## src/rtl/pipe_stage_reg_if.sv

```systemverilog
// Ready/valid bundle for pipe_stage_reg: upstream push side plus downstream pop side.
// master = the environment driving the stage, slave = the stage itself.
interface pipe_stage_reg_if #(
  parameter int unsigned WIDTH = 32,
  parameter int unsigned NCH   = 2
);
  logic                 in_valid;
  logic                 in_ready;
  logic [NCH*WIDTH-1:0] in_data;
  logic                 out_valid;
  logic                 out_ready;
  logic [NCH*WIDTH-1:0] out_data;

  modport master (
    output in_valid, in_data, out_ready,
    input  in_ready, out_valid, out_data
  );

  modport slave (
    input  in_valid, in_data, out_ready,
    output in_ready, out_valid, out_data
  );
endinterface

```

## src/rtl/pipe_stage_reg.sv

```systemverilog
// Elastic two-entry pipeline register with freeze/flush between CPU stages.
// Optional statistics counters are enabled by defining PIPE_STATS_EN.
module pipe_stage_reg #(
  parameter int unsigned WIDTH = 32,
  parameter int unsigned NCH   = 2,
  parameter int unsigned CNT_W = 16
) (
  input  logic clk,
  input  logic rst,
  input  logic freeze,
  input  logic flush,
  pipe_stage_reg_if.slave bus
`ifdef PIPE_STATS_EN
  ,
  output logic [CNT_W-1:0] stall_cnt,
  output logic [CNT_W-1:0] squash_cnt
`endif
);

  localparam int unsigned DW = NCH * WIDTH;

  typedef enum logic [1:0] {EMPTY, ONE, TWO} state_t;

  state_t          state, state_nxt;
  logic [DW-1:0]   main_q, skid_q;
  logic            push, pop;
  logic            main_from_in, main_from_skid, main_clr, skid_from_in;

  always_ff @(posedge clk or posedge rst) begin
    if (rst)        state <= EMPTY;
    else if (flush) state <= EMPTY;
    else            state <= state_nxt;
  end

  always_comb begin
    state_nxt = state;
    unique case (state)
      EMPTY: if (push) state_nxt = ONE;
      ONE: begin
        if (push && !pop)      state_nxt = TWO;
        else if (!push && pop) state_nxt = EMPTY;
      end
      TWO:   if (pop) state_nxt = ONE;
      default: state_nxt = EMPTY;
    endcase
  end

  // in_ready is gated by rst so nothing looks acceptable while reset is held.
  always_comb begin
    bus.out_valid  = (state != EMPTY);
    bus.in_ready   = !rst && !freeze && !flush && (state != TWO);
    bus.out_data   = main_q;
    push           = bus.in_valid && bus.in_ready;
    pop            = bus.out_valid && bus.out_ready && !freeze && !flush;
    main_from_in   = 1'b0;
    main_from_skid = 1'b0;
    main_clr       = 1'b0;
    skid_from_in   = 1'b0;
    unique case (state)
      EMPTY: main_from_in = push;
      ONE: begin
        main_from_in = push && pop;
        skid_from_in = push && !pop;
        main_clr     = !push && pop;
      end
      TWO:   main_from_skid = pop;
      default: ;
    endcase
  end

  always_ff @(posedge clk or posedge rst) begin
    if (rst) begin
      main_q <= '0;
      skid_q <= '0;
    end else if (flush) begin
      main_q <= '0;
      skid_q <= '0;
    end else begin
      if (main_from_in)        main_q <= bus.in_data;
      else if (main_from_skid) main_q <= skid_q;
      else if (main_clr)       main_q <= '0;
      if (skid_from_in)        skid_q <= bus.in_data;
    end
  end

`ifdef PIPE_STATS_EN
  localparam logic [CNT_W-1:0] CNT_MAX = '1;

  logic [1:0]     held;
  logic [CNT_W:0] squash_sum;

  always_comb begin
    held = 2'd0;
    unique case (state)
      ONE:     held = 2'd1;
      TWO:     held = 2'd2;
      default: held = 2'd0;
    endcase
    squash_sum = {1'b0, squash_cnt} + {{(CNT_W-1){1'b0}}, held};
  end

  always_ff @(posedge clk or posedge rst) begin
    if (rst) begin
      stall_cnt  <= '0;
      squash_cnt <= '0;
    end else begin
      if (bus.out_valid && !pop && stall_cnt != CNT_MAX)
        stall_cnt <= stall_cnt + 1'b1;
      if (flush)
        squash_cnt <= squash_sum[CNT_W] ? CNT_MAX : squash_sum[CNT_W-1:0];
    end
  end
`endif

endmodule

```

## src/flat_wrapper.sv

```systemverilog
// flat-port wrapper written by rule: the top's interface ports become plain ports
module pipe_stage_reg_flat 
#(
  parameter int unsigned WIDTH = 32,
  parameter int unsigned NCH   = 2,
  parameter int unsigned CNT_W = 16
)
  (clk, rst, freeze, flush, bus_in_valid, bus_in_data, bus_out_ready, bus_in_ready, bus_out_valid, bus_out_data);
  pipe_stage_reg_if #(.WIDTH(WIDTH), .NCH(NCH)) bus_i ();
  input  logic clk;
  input  logic rst;
  input  logic freeze;
  input  logic flush;
  input wire logic [$bits(bus_i.in_valid)-1:0] bus_in_valid;
  input wire logic [$bits(bus_i.in_data)-1:0] bus_in_data;
  input wire logic [$bits(bus_i.out_ready)-1:0] bus_out_ready;
  output wire logic [$bits(bus_i.in_ready)-1:0] bus_in_ready;
  output wire logic [$bits(bus_i.out_valid)-1:0] bus_out_valid;
  output wire logic [$bits(bus_i.out_data)-1:0] bus_out_data;
  assign bus_i.in_valid = bus_in_valid;
  assign bus_i.in_data = bus_in_data;
  assign bus_i.out_ready = bus_out_ready;
  assign bus_in_ready = bus_i.in_ready;
  assign bus_out_valid = bus_i.out_valid;
  assign bus_out_data = bus_i.out_data;
  pipe_stage_reg #(.WIDTH(WIDTH), .NCH(NCH), .CNT_W(CNT_W)) u_core (.clk(clk), .rst(rst), .freeze(freeze), .flush(flush), .bus(bus_i));
endmodule
```

## config.mk

```make
export PLATFORM = sky130hd
export DESIGN_NAME = pipe_stage_reg_flat
export DESIGN_NICKNAME = d
export VERILOG_FILES = /design/src/rtl/pipe_stage_reg_if.sv /design/src/rtl/pipe_stage_reg.sv /design/src/flat_wrapper.sv
export SDC_FILE = /design/constraint.sdc
export NUM_CORES = 1
export LEC_CHECK = 0
export ABC_CLOCK_PERIOD_IN_PS = 3600
export CORE_MARGIN = 8
export CORE_UTILIZATION = 50
export CTS_CLUSTER_SIZE = 8
export DETAILED_ROUTE_END_ITERATION = 7
export DONT_BUFFER_PORTS = 1
export GPL_TIMING_DRIVEN = 0
export PLACE_DENSITY_LB_ADDON = 0.2
export SYNTH_ARGS = -nofsm -noshare
export SYNTH_HDL_FRONTEND = slang
export SYNTH_SLANG_ARGS = --single-unit
```

## constraint.sdc

```tcl
create_clock -name clk -period 3.6 [get_ports clk]
set_input_delay 0 -clock clk [delete_from_list [all_inputs] [get_ports clk]]
set_output_delay 0 -clock clk [all_outputs]
set_load 0.1 [all_outputs]
```

==> impl_metrics.yaml, run 1 <==
outcome:
  status: "finished clean"
synthesis:
  ys.flop_type: "dfrtp_1"
  synth_top_cell_area_share: 0.566
  synth.cell_area_um2: 5740
  synth_top_area_cell: "dfrtp_1"
  synth_nets: 472
  ys_top_cells_by_area: "dfrtp_1 (57%), a22o_1 (9.9%), o2bb2ai_2 (7.8%), a22oi_1 (7.1%), buf_6 (5.5%)"
  ys_seq_area_frac: 0.566
  ys_warn_count: 0
  synth_edf_count: 0
  syn_inst: 399
  synth.avg_cell_area_um2: 14.4
  async_reset_ff_frac: 1.00
  synth_cell_type_count: 29
  yosys_register_bits: 130
setup_path:
  cp_data_required_time_ns: 3.95
  cp-endpoint: "u_core.skid_q[59]"
  startpoint_type: "flop"
  critPathMaxFanout: 10
  crit_path_end_kind: "flop"
  cpMaxStageDelayCell: "nor2_2"
  rr_endpoint: "u_core.skid_q[59]"
  worst_ep_arrival_time_ns: 3.32
  worstSetupPathType: "reg2reg"
  r2r_slack_ns: 0.63
  r2r_start: "u_core.state[0]"
  slowest_delay_ns: 0.50
  rr_worst_depth: 10
  worstSetupStartpoint: "u_core.state[0]"
  crit_chain: "buf_2 -> nor2_1 -> inv_1 -> nand2_1 -> ha_1 -> nor2b_1 -> nand2_1 -> nor2_2 -> buf_2 -> a22o_1"
placement:
  portBuffers: 0
  place_worst_setup_slack_ns: 0.660
  placedCellCount: 544
  postPlaceCellArea_um2: 5980
  dpl.hpwl_mm: 9.39
  globalplace.congestion: 0.794
power_and_ir_drop:
  peakVddDrop_v: 0.000420
  p_total_mw: 3.38
  p_per_area_nw_per_um2: 468
  p_leak_nw: 3.13
cts:
  cts.reportedPaths.clkPinSlew_ns: 0.05
  tritoncts: "yes"
  cts_num_sinks: 130
  clk_path_buf_depth: 2
  insertion_delay_ns: 0.41
  cts_resized: 0
  h-tree-depth: 4
  cts-buffers-inserted: 17
  root_buffer: "clkbuf_16"
die:
  die_w_um: 123
  io_pins: 136
  start_util: 0.507
  die_y_um: 123
  num_rows: 39
  core_area_um2: 11300
  dieArea_um2: 15200
timing:
  fin_crit_sh: 0.824
  worst_pin_slew_ns: 0.985
  finalSetupTns_ns: 0
  hold_slack_ns: 0.0444
  setup_slack_ns: 0.632
  hold_viol: 0
  max_freq_ghz: 0.337
  finClkSkew_ns: 0.00567
  rsz0062_at_grt: "false"
  final-setup-viol-count: 0
  maxSlewHeadroom: 0.343
  min_period_ns: 2.97
  finalMaxSlewViolations: 0
global_routing:
  antenna_found_initial: 0
  grt_usage: 0.205
  grt_pass1_wl_mm: 23.8
  overflow: 0
  grt_max_degree: 104
  first_global_vias: 4222
drt:
  first_iter_violations: 259
  drc: 0
  drt_wl_total_mm: 15.0
  postRouteAntennaNets: 0
  wire_per_inst_um: 23.4
  vias: 3959
  drtPass1Iterations: 5
  viasPerCell: 6.17
layout:
  drive_gt1_frac: 0.232
  nNetsFinal: 560
  syn_to_final_growth_pct: 25.7
  final_core_utilization: 0.638
  fin_area_um2: 7220
  final_cells: 642
  diodes: 0
run:
  cap_violations: 0
worst_hold_path:
  hold_class: "in2reg"
## cells in the final DEF, fill, tap and decap left out, types with 2 or more instances in the layout
cell             n
clkbuf_16       17
a22oi_1         54
buf_6           28
a22o_1          65
o2bb2ai_2       30
clkbuf_8         4
nand2_1          4
buf_2           13
clkbuf_1         5
bufinv_16        2
ha_1             3
inv_1            4
nor2_1           3
dfrtp_1        130
o2bb2ai_1       34
a22oi_2         10
dlygate4sd3_1   67
clkinv_2         3
nor2b_1          4
## logic make-up after synthesis
family / count (synthesis) / synth area share
simple gates: 21 / 0.0272
buf+inv: 46 / 0.0695
mux: 1 / 0.00174
flops: 130 / 0.566
compound gates: 198 / 0.329
fa+ha+maj: 3 / 0.00654
## routing by layer
metal | global-route usage | wire length [µm]
met1 | 0.250 | 6280
met2 | 0.331 | 7460
met3 | 0.0735 | 1040
met4 | 0.0692 | 231
met5 | 0 | 0
## worst max-delay path: cells and delay by family, from the launching register on
family | cells | cell delay [ns]
flip-flops | 1 | 0.35
buffers and inverters | 3 | 0.94
AO/OA/AOI/OAI | 1 | 0.18
AND/OR/NAND/NOR | 5 | 1.27
adder cells (fa/ha/maj) | 1 | 0.15
## registers in the layout, summed over array words and instances (netlist names)
signal               flops
u_core.bus.out_data     64
u_core.skid_q           64
u_core.state             2
## power breakdown
part,switching [mW],internal (mW)
Combinational,0.121,0.0872
Sequential,0.0132,1.47
Clock,0.605,1.09
## worst min path at each step
stage | startpoint | endpoint | slack (ns) | cells past startpoint
finish | bus_in_valid | u_core.state[0] | 0.04 | 4
global placement | bus_in_data[38] | u_core.skid_q[38] | 0.13 | 1
CTS | bus_in_valid | u_core.state[0] | 0.03 | 4
detailed placement | rst | u_core.state[1] | -0.16 | 1
floorplan | bus_in_data[0] | u_core.skid_q[0] | 0.13 | 1
global route | bus_out_ready | u_core.state[1] | 0.05 | 3
## synthesized netlist by cell type (3+ instances only)
| master | count |
|---|---|
| dfrtp_1 | 130 |
| nor2_1 | 3 |
| ha_1 | 3 |
| buf_6 | 28 |
| a22o_1 | 65 |
| inv_1 | 5 |
| a22oi_2 | 10 |
| buf_2 | 13 |
| nand2_1 | 4 |
| o2bb2ai_2 | 30 |
| nor2b_1 | 4 |
| o2bb2ai_1 | 34 |
| a22oi_1 | 54 |
## cell type report
cell class	count	area, µm²
buffer	41	380
clock inverter	5	75.1
clock buffer	26	499
fill	853	4100
timing repair buffer	69	713
tap	143	179
sequential	130	3250
multi-input combinational	223	2100
inverter	5	23.8
## what timing repair did
| action | CTS | global route |
|---|---|---|
| hold buffers | 67 | 0 |
| setup endpoints to repair | 0 | 0 |
| hold endpoints to repair | 260 | 0 |
| setup buffers | 0 | 0 |
Note: power is estimated with default switching activity, not from simulation.
==> run 2: changes to the inputs <==
ABC_CLOCK_PERIOD_IN_PS = 2400   (was 3600)
clock period = 2.4 ns   (was 3.6 ns; I/O delays follow)
==> impl_metrics.yaml, run 2 (synthesis results as in run 1) <==
cts:
  cts.reportedPaths.clkPinSlew_ns: 0.06
  root_buffer: "clkbuf_16"
  cts-buffers-inserted: 17
  h-tree-depth: 4
  cts_num_sinks: 130
  clk_path_buf_depth: 2
  insertion_delay_ns: 0.42
  tritoncts: "yes"
die:
  io_pins: 136
  num_rows: 39
  core_area_um2: 11300
  die_w_um: 123
  start_util: 0.507
  die_y_um: 123
  dieArea_um2: 15200
setup_path:
  startpoint_type: "flop"
  crit_path_end_kind: "flop"
  worst_ep_arrival_time_ns: 2.81
  r2r_slack_ns: -0.11
  cp_data_required_time_ns: 2.70
  worstSetupStartpoint: "u_core.state[0]"
  r2r_start: "u_core.state[0]"
  critPathMaxFanout: 10
  rr_worst_depth: 11
  worstSetupPathType: "reg2reg"
  cp-endpoint: "u_core.bus.out_data[46]"
  rr_endpoint: "u_core.bus.out_data[46]"
layout:
  final_cell_mix: "dfrtp_1 (128), dlygate4sd3_1 (68), a22o_1 (65)"
  final_cells: 661
  final_core_utilization: 0.695
  fin_area_um2: 7860
  layout_commonest_cell: "dfrtp_1"
  nNetsFinal: 576
  drive_gt1_frac: 0.383
  syn_to_final_growth_pct: 36.9
placement:
  placedCellCount: 545
  portBuffers: 0
  postPlaceCellArea_um2: 6020
  dpl.hpwl_mm: 9.35
  globalplace.congestion: 0.801
timing:
  hold_slack_ns: 0.0300
  rsz0062_at_grt: "true"
  max_freq_ghz: 0.399
  hold_viol: 0
  worst_pin_slew_ns: 1.33
  final-setup-viol-count: 83
  finClkSkew_ns: 0.00626
  min_period_ns: 2.51
  setup_slack_ns: -0.108
  fin_crit_sh: 1.05
  finalMaxSlewViolations: 0
  maxSlewHeadroom: 0.108
run:
  cap_violations: 0
global_routing:
  overflow: 0
  first_global_vias: 4380
  antenna_found_initial: 2
  grt_pass1_wl_mm: 24.1
  grt_usage: 0.207
  grt_max_degree: 44
worst_hold_path:
  hold_class: "in2reg"
drt:
  wire_per_inst_um: 23.3
  viasPerCell: 6.08
  first_iter_violations: 169
  drtPass1Iterations: 4
  drc: 0
  vias: 4017
  postRouteAntennaNets: 0
  drt_wl_total_mm: 15.4
power_and_ir_drop:
  peakVddDrop_v: 0.000603
  seqPwrFrac: 0.419
  p_leak_nw: 3.25
  p_per_area_nw_per_um2: 673
  power_frac_comb: 0.068
  p_sw_frac: 0.223
  p_sw_mw: 1.18
  clkPwrFrac: 0.513
  p_int_mw: 4.11
outcome:
  status: "complete, but fails checks"
  violations: "negative setup slack"
[run 2: cell count changes in the layout (fill, tap and decap cells not counted), moves of 4 or more]
cell / change
a22oi_1: -50
a22oi_2: +50
buf_4: +17
buf_12: +8
buf_2: -7
buf_6: -6
o2bb2ai_1: -6
o2bb2ai_2: +6
clkinvlp_4: +4
[run 2: final cells by class]
| cell class | count | area (µm²) |
|---|---|---|
| flip-flops and latches | 130 | 3260 |
| inverters | 5 | 26.3 |
| diodes | 3 | 7.51 |
| clock inverters | 10 | 159 |
| repair buffers | 86 | 921 |
| plain buffers | 40 | 433 |
| fillers | 785 | 3460 |
| well taps | 143 | 179 |
| multi-input cells | 223 | 2430 |
| clock buffers | 21 | 450 |
[run 2: worst min-delay path by stage]
| stage | startpoint | end | slack [ns] | cells past startpoint |
|---|---|---|---|---|
| after floorplan | bus_in_data[0] | u_core.skid_q[0] | 0.13 | 1 |
| after global placement | bus_in_data[16] | u_core.skid_q[16] | 0.13 | 1 |
| after detailed placement | rst | u_core.state[1] | -0.06 | 1 |
| after CTS | bus_in_valid | u_core.state[0] | 0.02 | 4 |
| after global routing | bus_in_valid | u_core.state[0] | 0.05 | 4 |
| final | bus_in_valid | u_core.state[0] | 0.03 | 4 |
[run 2: metrics by stage]
| step | setup slack, ns | total power [mW] | TNS, ns |
|---|---|---|---|
| after floorplan | -0.0175 | 2.41 | -0.350 |
| after global placement | -0.438 | 2.45 | -34.69 |
| after detailed placement | -0.421 | 2.46 | -35.01 |
| after CTS | -0.146 | 5.30 | -9.48 |
| after global routing | -0.233 | 5.44 | -21.41 |
| final | -0.108 | 5.29 | -4.60 |
[run 2: routing by layer]
metal,vias to the layer above,share of wire,global-route usage
met5,-,0,0
met4,0,0.017,0.0948
met3,19,0.068,0.0708
met2,129,0.51,0.331
met1,2070,0.40,0.247
li1,1799,-,-
[run 2: repair_timing]
item,4_1_cts,5_1_grt
hold buffers,68,0
pin swaps,24,19
gates resized for setup,65,18
endpoints found under the setup margin,128,127
cloned,2,2
hold endpoints to repair,187,0
setup buffers,10,1
[run 2: power groups by stage]
stage	Clock [mW]	Sequential (mW)	Combinational, mW
floorplan	0	2.26	0.153
global placement	0	2.26	0.192
detailed placement	0	2.26	0.208
CTS	2.74	2.22	0.349
global route	2.83	2.22	0.386
finish	2.71	2.22	0.358
[run 2: worst max-delay path, stage by stage, from the launching register on]
cell,delay (ns)
dfrtp_2,0.43
nor2_4,0.15
clkinvlp_4,0.44
nand2_2,0.21
inv_2,0.07
ha_4,0.15
nor2b_1,0.12
a22o_1,0.25
buf_12,0.18
buf_12,0.15
a22oi_2,0.17
o2bb2ai_2,0.07
